File: config.mk
export PLATFORM = sky130hd
export DESIGN_NAME = fc_weight_fetch
export DESIGN_NICKNAME = d
export VERILOG_FILES = /design/src/rtl/fc_pkg.sv /design/src/rtl/fc_weight_skid.sv /design/src/rtl/fc_weight_fetch.sv
export SDC_FILE = /design/constraint.sdc
export NUM_CORES = 1
export LEC_CHECK = 0
export ABC_AREA = 1
export CORE_ASPECT_RATIO = 0.5
export CORE_MARGIN = 2
export CORE_UTILIZATION = 50
export DETAILED_ROUTE_END_ITERATION = 8
export PLACE_DENSITY = 0.73
export SLEW_MARGIN = 20
export SYNTH_ARGS = -nofsm -noshare
export SYNTH_HDL_FRONTEND = slang
export SYNTH_SLANG_ARGS = --single-unit
export TNS_END_PERCENT = 10
File: constraint.sdc
create_clock -name clk -period 3.3 [get_ports clk]
set_input_delay 0.66 -clock clk [delete_from_list [all_inputs] [get_ports clk]]
set_output_delay 0.66 -clock clk [all_outputs]
set_load 0.02 [all_outputs]
File: src/rtl/fc_pkg.sv
// Shared types and width helpers for the FC weight fetch controller.
package fc_pkg;

  typedef enum logic [1:0] {IDLE, FETCH, DRAIN, DONE} fc_state_t;

  function automatic int addr_w(input int n, input int d);
    return $clog2(n * d);
  endfunction

  function automatic int nidx_w(input int n);
    return $clog2(n);
  endfunction

  function automatic int didx_w(input int d);
    return $clog2(d);
  endfunction

endpackage

File: src/rtl/fc_weight_skid.sv
// Two-entry synchronous FIFO holding tagged weight beats between the ROM and the stream output.
module fc_weight_skid #(
  parameter type beat_t = logic [7:0]
) (
  input  logic       clk,
  input  logic       rst_n,
  input  logic       push,
  input  beat_t      push_data,
  input  logic       pop,
  output beat_t      head,
  output logic [1:0] occ,
  output logic       full,
  output logic       empty
);

  beat_t      r_mem [2];
  logic       r_wr_ptr;
  logic       r_rd_ptr;
  logic [1:0] r_occ;

  always_ff @(posedge clk) begin
    if (!rst_n) begin
      r_mem[0] <= '0;
      r_mem[1] <= '0;
      r_wr_ptr <= 1'b0;
      r_rd_ptr <= 1'b0;
      r_occ    <= 2'd0;
    end else begin
      assert (!(pop && r_occ == 2'd0));
      if (push) begin
        r_mem[r_wr_ptr] <= push_data;
        r_wr_ptr        <= ~r_wr_ptr;
      end
      if (pop) r_rd_ptr <= ~r_rd_ptr;
      // Push and pop together leave occupancy untouched, even when full.
      case ({push, pop})
        2'b10:   r_occ <= r_occ + 2'd1;
        2'b01:   r_occ <= r_occ - 2'd1;
        default: r_occ <= r_occ;
      endcase
    end
  end

  assign head  = r_mem[r_rd_ptr];
  assign occ   = r_occ;
  assign full  = (r_occ == 2'd2);
  assign empty = (r_occ == 2'd0);

endmodule

File: src/rtl/fc_weight_fetch.sv
// Sweeps the FC weight ROM row-major, hides its 1-cycle read latency and streams tagged weights.
module fc_weight_fetch
  import fc_pkg::*;
#(
  parameter  int NEURON_NUM = 10,
  parameter  int WEIGHT_DIM = 100,
  parameter  int DATA_WIDTH = 8,
  localparam int ADDR_W     = addr_w(NEURON_NUM, WEIGHT_DIM),
  localparam int NIDX_W     = nidx_w(NEURON_NUM),
  localparam int DIDX_W     = didx_w(WEIGHT_DIM)
) (
  input  logic                  clk,
  input  logic                  rst_n,
  input  logic                  start,
  output logic                  busy,
  output logic                  done,
  output logic                  rom_en,
  output logic [ADDR_W-1:0]     rom_addr,
  input  logic [DATA_WIDTH-1:0] rom_data,
  output logic                  w_valid,
  input  logic                  w_ready,
  output logic [DATA_WIDTH-1:0] w_data,
  output logic [NIDX_W-1:0]     w_neuron,
  output logic [DIDX_W-1:0]     w_dim,
  output logic                  w_last_dim,
  output logic                  w_last
);

  localparam int TOTAL = NEURON_NUM * WEIGHT_DIM;

  typedef struct packed {
    logic [DATA_WIDTH-1:0] data;
    logic [NIDX_W-1:0]     neuron;
    logic [DIDX_W-1:0]     dim;
    logic                  last_dim;
    logic                  last;
  } beat_t;

  fc_state_t         r_state;
  logic [ADDR_W-1:0] r_addr;
  logic [NIDX_W-1:0] r_neuron;
  logic [DIDX_W-1:0] r_dim;
  logic              r_busy;
  logic              r_done;
  logic              r_inflight;
  logic [NIDX_W-1:0] r_if_neuron;
  logic [DIDX_W-1:0] r_if_dim;
  logic              r_if_last_dim;
  logic              r_if_last;

  logic              w_pop;
  logic              w_full;
  logic              w_empty;
  logic [1:0]        w_occ;
  logic              w_issue;
  logic              w_dim_wrap;
  logic              w_row_last;
  logic              w_last_addr;
  logic              w_drained;
  beat_t             w_push_beat;
  beat_t             w_head;

  assign w_pop       = !w_empty && w_ready;
  assign w_dim_wrap  = (r_dim == DIDX_W'(WEIGHT_DIM - 1));
  assign w_row_last  = (r_neuron == NIDX_W'(NEURON_NUM - 1));
  assign w_last_addr = (r_addr == ADDR_W'(TOTAL - 1));
  // Credit check: buffered + returning - leaving must leave room for one more read.
  assign w_issue     = (r_state == FETCH) &&
                       ((({1'b0, w_occ} + {2'b00, r_inflight}) - {2'b00, w_pop}) < 3'd2);
  // Looks one edge ahead so done follows the final accepted beat without an idle cycle.
  assign w_drained   = !r_inflight && ((w_occ == 2'd0) || (w_occ == 2'd1 && w_pop));
  assign w_push_beat = {rom_data, r_if_neuron, r_if_dim, r_if_last_dim, r_if_last};

  always_ff @(posedge clk) begin
    if (!rst_n) begin
      r_state       <= IDLE;
      r_addr        <= '0;
      r_neuron      <= '0;
      r_dim         <= '0;
      r_busy        <= 1'b0;
      r_done        <= 1'b0;
      r_inflight    <= 1'b0;
      r_if_neuron   <= '0;
      r_if_dim      <= '0;
      r_if_last_dim <= 1'b0;
      r_if_last     <= 1'b0;
    end else begin
      assert (!(r_inflight && w_full && !w_pop));
      r_inflight <= w_issue;
      if (w_issue) begin
        r_if_neuron   <= r_neuron;
        r_if_dim      <= r_dim;
        r_if_last_dim <= w_dim_wrap;
        r_if_last     <= w_dim_wrap && w_row_last;
        r_addr        <= r_addr + ADDR_W'(1);
        if (w_dim_wrap) begin
          r_dim    <= '0;
          r_neuron <= r_neuron + NIDX_W'(1);
        end else begin
          r_dim <= r_dim + DIDX_W'(1);
        end
      end
      case (r_state)
        IDLE: begin
          if (start) begin
            r_state  <= FETCH;
            r_busy   <= 1'b1;
            r_addr   <= '0;
            r_neuron <= '0;
            r_dim    <= '0;
          end
        end
        FETCH: begin
          if (w_issue && w_last_addr) r_state <= DRAIN;
        end
        DRAIN: begin
          if (w_drained) begin
            r_state <= DONE;
            r_busy  <= 1'b0;
            r_done  <= 1'b1;
          end
        end
        DONE: begin
          r_state <= IDLE;
          r_done  <= 1'b0;
        end
        default: r_state <= IDLE;
      endcase
    end
  end

  fc_weight_skid #(
    .beat_t(beat_t)
  ) u_skid (
    .clk       (clk),
    .rst_n     (rst_n),
    .push      (r_inflight),
    .push_data (w_push_beat),
    .pop       (w_pop),
    .head      (w_head),
    .occ       (w_occ),
    .full      (w_full),
    .empty     (w_empty)
  );

  assign busy       = r_busy;
  assign done       = r_done;
  assign rom_en     = w_issue;
  assign rom_addr   = r_addr;
  assign w_valid    = !w_empty;
  assign w_data     = w_head.data;
  assign w_neuron   = w_head.neuron;
  assign w_dim      = w_head.dim;
  assign w_last_dim = w_head.last_dim;
  assign w_last     = w_head.last;

endmodule
==> flow_summary_export.csv <==
group,metric,value,unit
yosys,synth_area_leaders,"edfxtp_1 (33%), dfxtp_1 (23%), nor2_1 (7.0%)",
routing,route.layer.met1.wl,3.66,mm
yosys,synth_fp_nets,442,
timing,finalClockSkew,0.00496,ns
clocking,tritoncts,"built",
timing,setup_viol_count_final,0,
timing,slew_viol_final,0,
job,cap_viol_max_count,0,
yosys,postSynthAreaPerCell,9.24,µm²
cells_and_area,fin_util,0.643,
setup_path,critical_path_peak_fanout,2,
floorplan,boundaryPins,47,
yosys,synth_seq_cells,86,
yosys,synth_edf_count,42,
clocking,root_buffer,"clkbuf_16",
yosys,synth_sequential_area_ratio,0.553,
setup_path,critPathLaunchType,"input pin",
setup_path,worst-setup-path-type,"input pin to primary output",
floorplan,start_util,0.523,
yosys,synth_warnings,0,
global_routing,grt_util_all_layers,0.189,
status,status,"finished clean",
global_routing,antenna_found_initial,0,
timing,timing.final.crit_period,3.15,ns
cells_and_area,layout.nets,498,
global_routing,grt_start_max_net_pins,37,
power,power.density,688,nW/µm²
yosys,synth.largest_area_cell,"edfxtp_1",
floorplan,dieHeight,66.2,µm
setup_path,crit_arrival,2.49,ns
power,power_frac_clock,0.283,
yosys,netlist-cell-type-count,29,
place,placed_cells,559,
floorplan,placeableCoreArea,7400,µm²
clocking,cts-htree-levels,3,
clocking,clkSinkCount,86,
timing,fmaxAchievable,318,MHz
setup_path,critPathRequiredTime,2.64,ns
power,vdd.ir_drop.worst,0.000329,V
routing,drt_first_iter_violations,193,
timing,tightestPinTransition,0.366,ns
power,cellLeakagePower,1.82,nW
routing,drcViolationCount,0,
power,switching_share,0.322,
routing,avgRoutedWirePerCell,12.5,µm
clocking,clk_pin_slew,0.06,ns
place,gpl.final_weighted_congestion,0.819,
cells_and_area,areaGrowthSynthToFinish,22.9,%
timing,final.period_utilization,0.954,
global_routing,first_pass_grt_wire_length,12.3,mm
power,sequentialPowerShare,0.407,
floorplan,die_area,8510,µm²
yosys,yosysTopAreaCellShare,0.326,
routing,top_signal_layer_used,"met4",
global_routing,vias_in_the_first_global_route,2736,
clocking,clockBufferDepth,2,
power,p_comb_frac,0.311,
floorplan,rows,22,
cells_and_area,antenna_cells,0,
setup_path,setup.worst_path.end_class,"primary output",
routing,first_pass_iters,5,
worst_hold_path,min_path_type,"flop to flop",
place,detailed_place_hpwl,4.70,mm
global_routing,grt-ovfl-total,0,
cells_and_area,fin_cells,576,
clocking,insertion_delay,0.34,ns
cells_and_area,layout-drive-gt1-share,0.131,
clocking,cts_made_buffers,9,
yosys,synth.top_cells.by_count,"nor2_1 (72), inv_1 (61), nand2_1 (51), dfxtp_1 (44), edfxtp_1 (42)",
place,post_dp_cell_area,4470,µm²
power,power_switching,1.05,mW
routing,vias,2852,
timing,finalHoldViolCount,0,
yosys,share_of_async_settable_or_async_resettable_flops_after_synthesis,0,
routing,wirelength,7.18,mm
yosys,synth_flop_cell,"dfxtp_1",
routing,drt.antenna.violating_nets,0,
place,portBuffers,46,
power,p_int,2.22,mW
routing,met3_length,299,µm
timing,slew-limit-headroom,0.756,
cells_and_area,final_cell_area,4760,µm²
floorplan,die_x,128,µm
yosys,postSynthCellCount,419,
yosys,synthesized_area,3870,µm²
yosys,synth.most_common_cell,"nor2_1",
routing,detail_route.vias_per_cell,4.95,
clocking,cts.hold.buffers_added,0,
power,post-layout-total-power,3.27,mW
routing,met2_routed_wirelength,3.12,mm
## cell families (layout without fill, tap and decap cells)
group                      after synthesis  after routing  synth area share
DFF                                     86             86             0.553
and+or+nand+nor                        163            163             0.183
xor gates and xnor gates                 4              4           0.00905
buffers and inverters                   77            138            0.0792
AOI/OAI and AO/OA                       57             57            0.0769
muxes                                   21             21            0.0611
adders and majority gates               11             11            0.0375
## metrics by stage
stage,hold WS [ns],TNS (ns),worst slack (ns)
6_report,0.449,0,0.152
5_1_grt,0.498,-0.000352,-0.000352
4_1_cts,0.452,0,0.0687
3_5_place_dp,0.442,-0.362,-0.362
3_3_place_gp,0.436,-0.295,-0.295
2_1_floorplan,0.444,0,0.321
## per-layer routing
| metal | vias up | track usage |
|---|---|---|
| met5 | - | 0 |
| met4 | 0 | 0.0852 |
| met3 | 11 | 0.0526 |
| met2 | 55 | 0.303 |
| met1 | 1305 | 0.242 |
| li1 | 1481 | - |
## power groups by stage
stage	Combinational [mW]	Sequential [mW]	Clock, mW
after floorplan	0.667	1.36	0
after global placement	1.00	1.35	0
after detailed placement	1.01	1.35	0
after CTS	1.02	1.33	0.941
after global routing	1.14	1.35	0.989
final	1.02	1.33	0.925
## layout make-up
type / instances / area (µm²)
clock buffer: 11 / 243
fill: 614 / 2650
inverter: 64 / 240
timing repair buffer: 58 / 552
tap: 96 / 120
clock inverter: 5 / 35.0
multi-input combinational: 256 / 1430
sequential: 86 / 2140
## worst max-delay path, cell delays in order
cell and delay (ns):
clkdlybuf4s50_1 0.48, nand2_1 0.08, xor2_1 0.19, and2_4 0.17, inv_1 0.05, fa_1 0.48, nand2_1 0.06, inv_2 0.07
nand3_4 0.06, inv_2 0.07, buf_6 0.11
## sequential cells by signal (all words and copies together) (netlist names), 2 cells and up, named ones only
name and flops:
r_dim 7, r_if_dim 7, r_if_neuron 4, r_neuron 4, r_state 2, rom_addr 10
u_skid.occ 2, u_skid.r_mem 42
## worst paths after layout
check / from / to / slack [ns] / depth (start not counted)
worst min-delay path: done / done / 0.45 / 2
worst max-delay path: w_ready / rom_en / 0.15 / 11
worst min register to register: done / done / 0.45 / 2
worst max register to register: u_skid.occ[0] / r_state[1] / 0.54 / 17
## layout by cell type, fill, tap and decap left out, types with 10 or more instances in the layout
cell	instances
o21ai_0	19
nor2_1	72
nand2_1	51
mux2_2	21
a21oi_1	34
buf_4	12
edfxtp_1	42
clkdlybuf4s50_1	45
dfxtp_1	44
ha_1	10
nand3_1	15
inv_1	59
## repair_timing
item	4_1_cts	5_1_grt
resized for setup	4	5
endpoints found under the setup margin	1	1
setup buffers	0	1
pin swaps	0	1
(Power assumes the default switching activity.)
==> edit, RTL diff (same settings) <==
Encoding of `fc_state_t`: now one-hot (4 bits for 4 states).
--- a/src/rtl/fc_pkg.sv
+++ b/src/rtl/fc_pkg.sv
@@ -1,7 +1,7 @@
 // Shared types and width helpers for the FC weight fetch controller.
 package fc_pkg;
 
-  typedef enum logic [1:0] {IDLE, FETCH, DRAIN, DONE} fc_state_t;
+  typedef enum logic [3:0] {IDLE = 4'b0001, FETCH = 4'b0010, DRAIN = 4'b0100, DONE = 4'b1000} fc_state_t;
 
   function automatic int addr_w(input int n, input int d);
     return $clog2(n * d);
Behaviour: no difference found for any inputs over 10 cycles, from zero or initial values and one cycle with rst_n low; not proved beyond that.
==> edit against the original RTL <==
Register-to-register slack got worse by 0.19 ns; design area rose by 1.3%; final cell count rose by 2.1%; wire length rose by 2.4%; clock skew barely moved; sequential cell count rose by 2; count of clock-buffer cells in the layout fell by 1; die area rose by 0.89%; power fell by 14%; synthesized area rose by 0.94%; setup slack got worse by 0.027 ns; highest routed layer unchanged.
==> edit: results (changes against the original RTL) <==
qor: logic_synthesis.synthesized_instance_count 421 [+0.48%]
qor: logic_synthesis.synthAdderAreaFrac 0.02433 [-0.01315]
qor: logic_synthesis.synth.cells.most_frequent sky130_fd_sc_hd__nor2_1, sky130_fd_sc_hd__inv_1, sky130_fd_sc_hd__nand2_1, sky130_fd_sc_hd__dfxtp_1, sky130_fd_sc_hd__edfxtp_1
qor: finish.num-clock-buffers 10 [-1]
qor: routing.wl_met1 3534 um [-3.4%]
qor: logic_synthesis.synth.area.top_cells sky130_fd_sc_hd__edfxtp_1, sky130_fd_sc_hd__dfxtp_1, sky130_fd_sc_hd__nor2_1, sky130_fd_sc_hd__mux2_2, sky130_fd_sc_hd__inv_1
qor: finish.num-nonclk-buffers 57 [-1.7%]
qor: grt.use_met1 0.2406 [-0.001153]
qor: finish.seq_cells 88 [+2.3%]
qor: routing.drt_iter0_markers 163 [-16%]
qor: logic_synthesis.yosys.area_share.xor_xnor 0.006722 [-0.002325]
qor: finish.num-multi-input-gates 255 [-0.39%]
qor: outcome.status finished, final reports clean
qor: sta.achievable-frequency 314.9 MHz [-0.85%]
qor: grt.grt_pass1_wl 12170 um [-1.1%]
qor: finish.multi_input_area_share 0.2942 [-0.005555]
qor: critical_path.arrival 2.52 ns [+0.03 ns]
qor: grt.first_global_vias 2582 [-5.6%]
qor: logic_synthesis.synth_compound_gate_area_share 0.06978 [-0.007116]
qor: sta.timing.clock.skew 0.004890 ns [-0.00006855 ns]
qor: critical_path.timing.critical_path.fanout_max 3 [+1]
qor: grt.grtUsageTotal 0.1887 [-0.0003425]
qor: floorplanning.total_die_area 8584 um^2 [+0.89%]
qor: finish.area.share.sequential 0.4529 [+0.002699]
qor: logic_synthesis.synthDistinctLibCells 33 [+14%]
qor: critical_path.cell_depth_of_the_worst_flop_to_flop_path 16 [-1]
qor: routing.wl_per_cell 12.50 um [+0.26%]
qor: finish.area_share_nonclk_buffers 0.1117 [-0.004302]
qor: grt.globalRouteMet2Util 0.3049 [+0.002368]
[edit: power breakdown]
part | leakage, nW | internal, mW | switching, mW
Clock | 0.144 | 0.651 | 0.378
Combinational | 0.909 | 0.271 | 0.304
Sequential | 0.805 | 1.19 | 0.0227
Total | 1.86 | 2.11 | 0.705
[edit: critical path, stage by stage]
cell and delay [ns]:
sky130_fd_sc_hd__clkdlybuf4s50_1 0.50, sky130_fd_sc_hd__nand2_1 0.09, sky130_fd_sc_hd__nor2_2 0.10, sky130_fd_sc_hd__nor2_1 0.06
sky130_fd_sc_hd__nor2_1 0.09, sky130_fd_sc_hd__inv_1 0.07, sky130_fd_sc_hd__fa_1 0.56, sky130_fd_sc_hd__nand3_4 0.11
sky130_fd_sc_hd__nor2_8 0.10, sky130_fd_sc_hd__buf_2 0.16
[edit: repair_timing]
action                                  4_1_cts  5_1_grt
buffers inserted                              0        0
endpoints found under the setup margin        1        1
pin swaps                                     0        1
gates resized for setup                       3        2
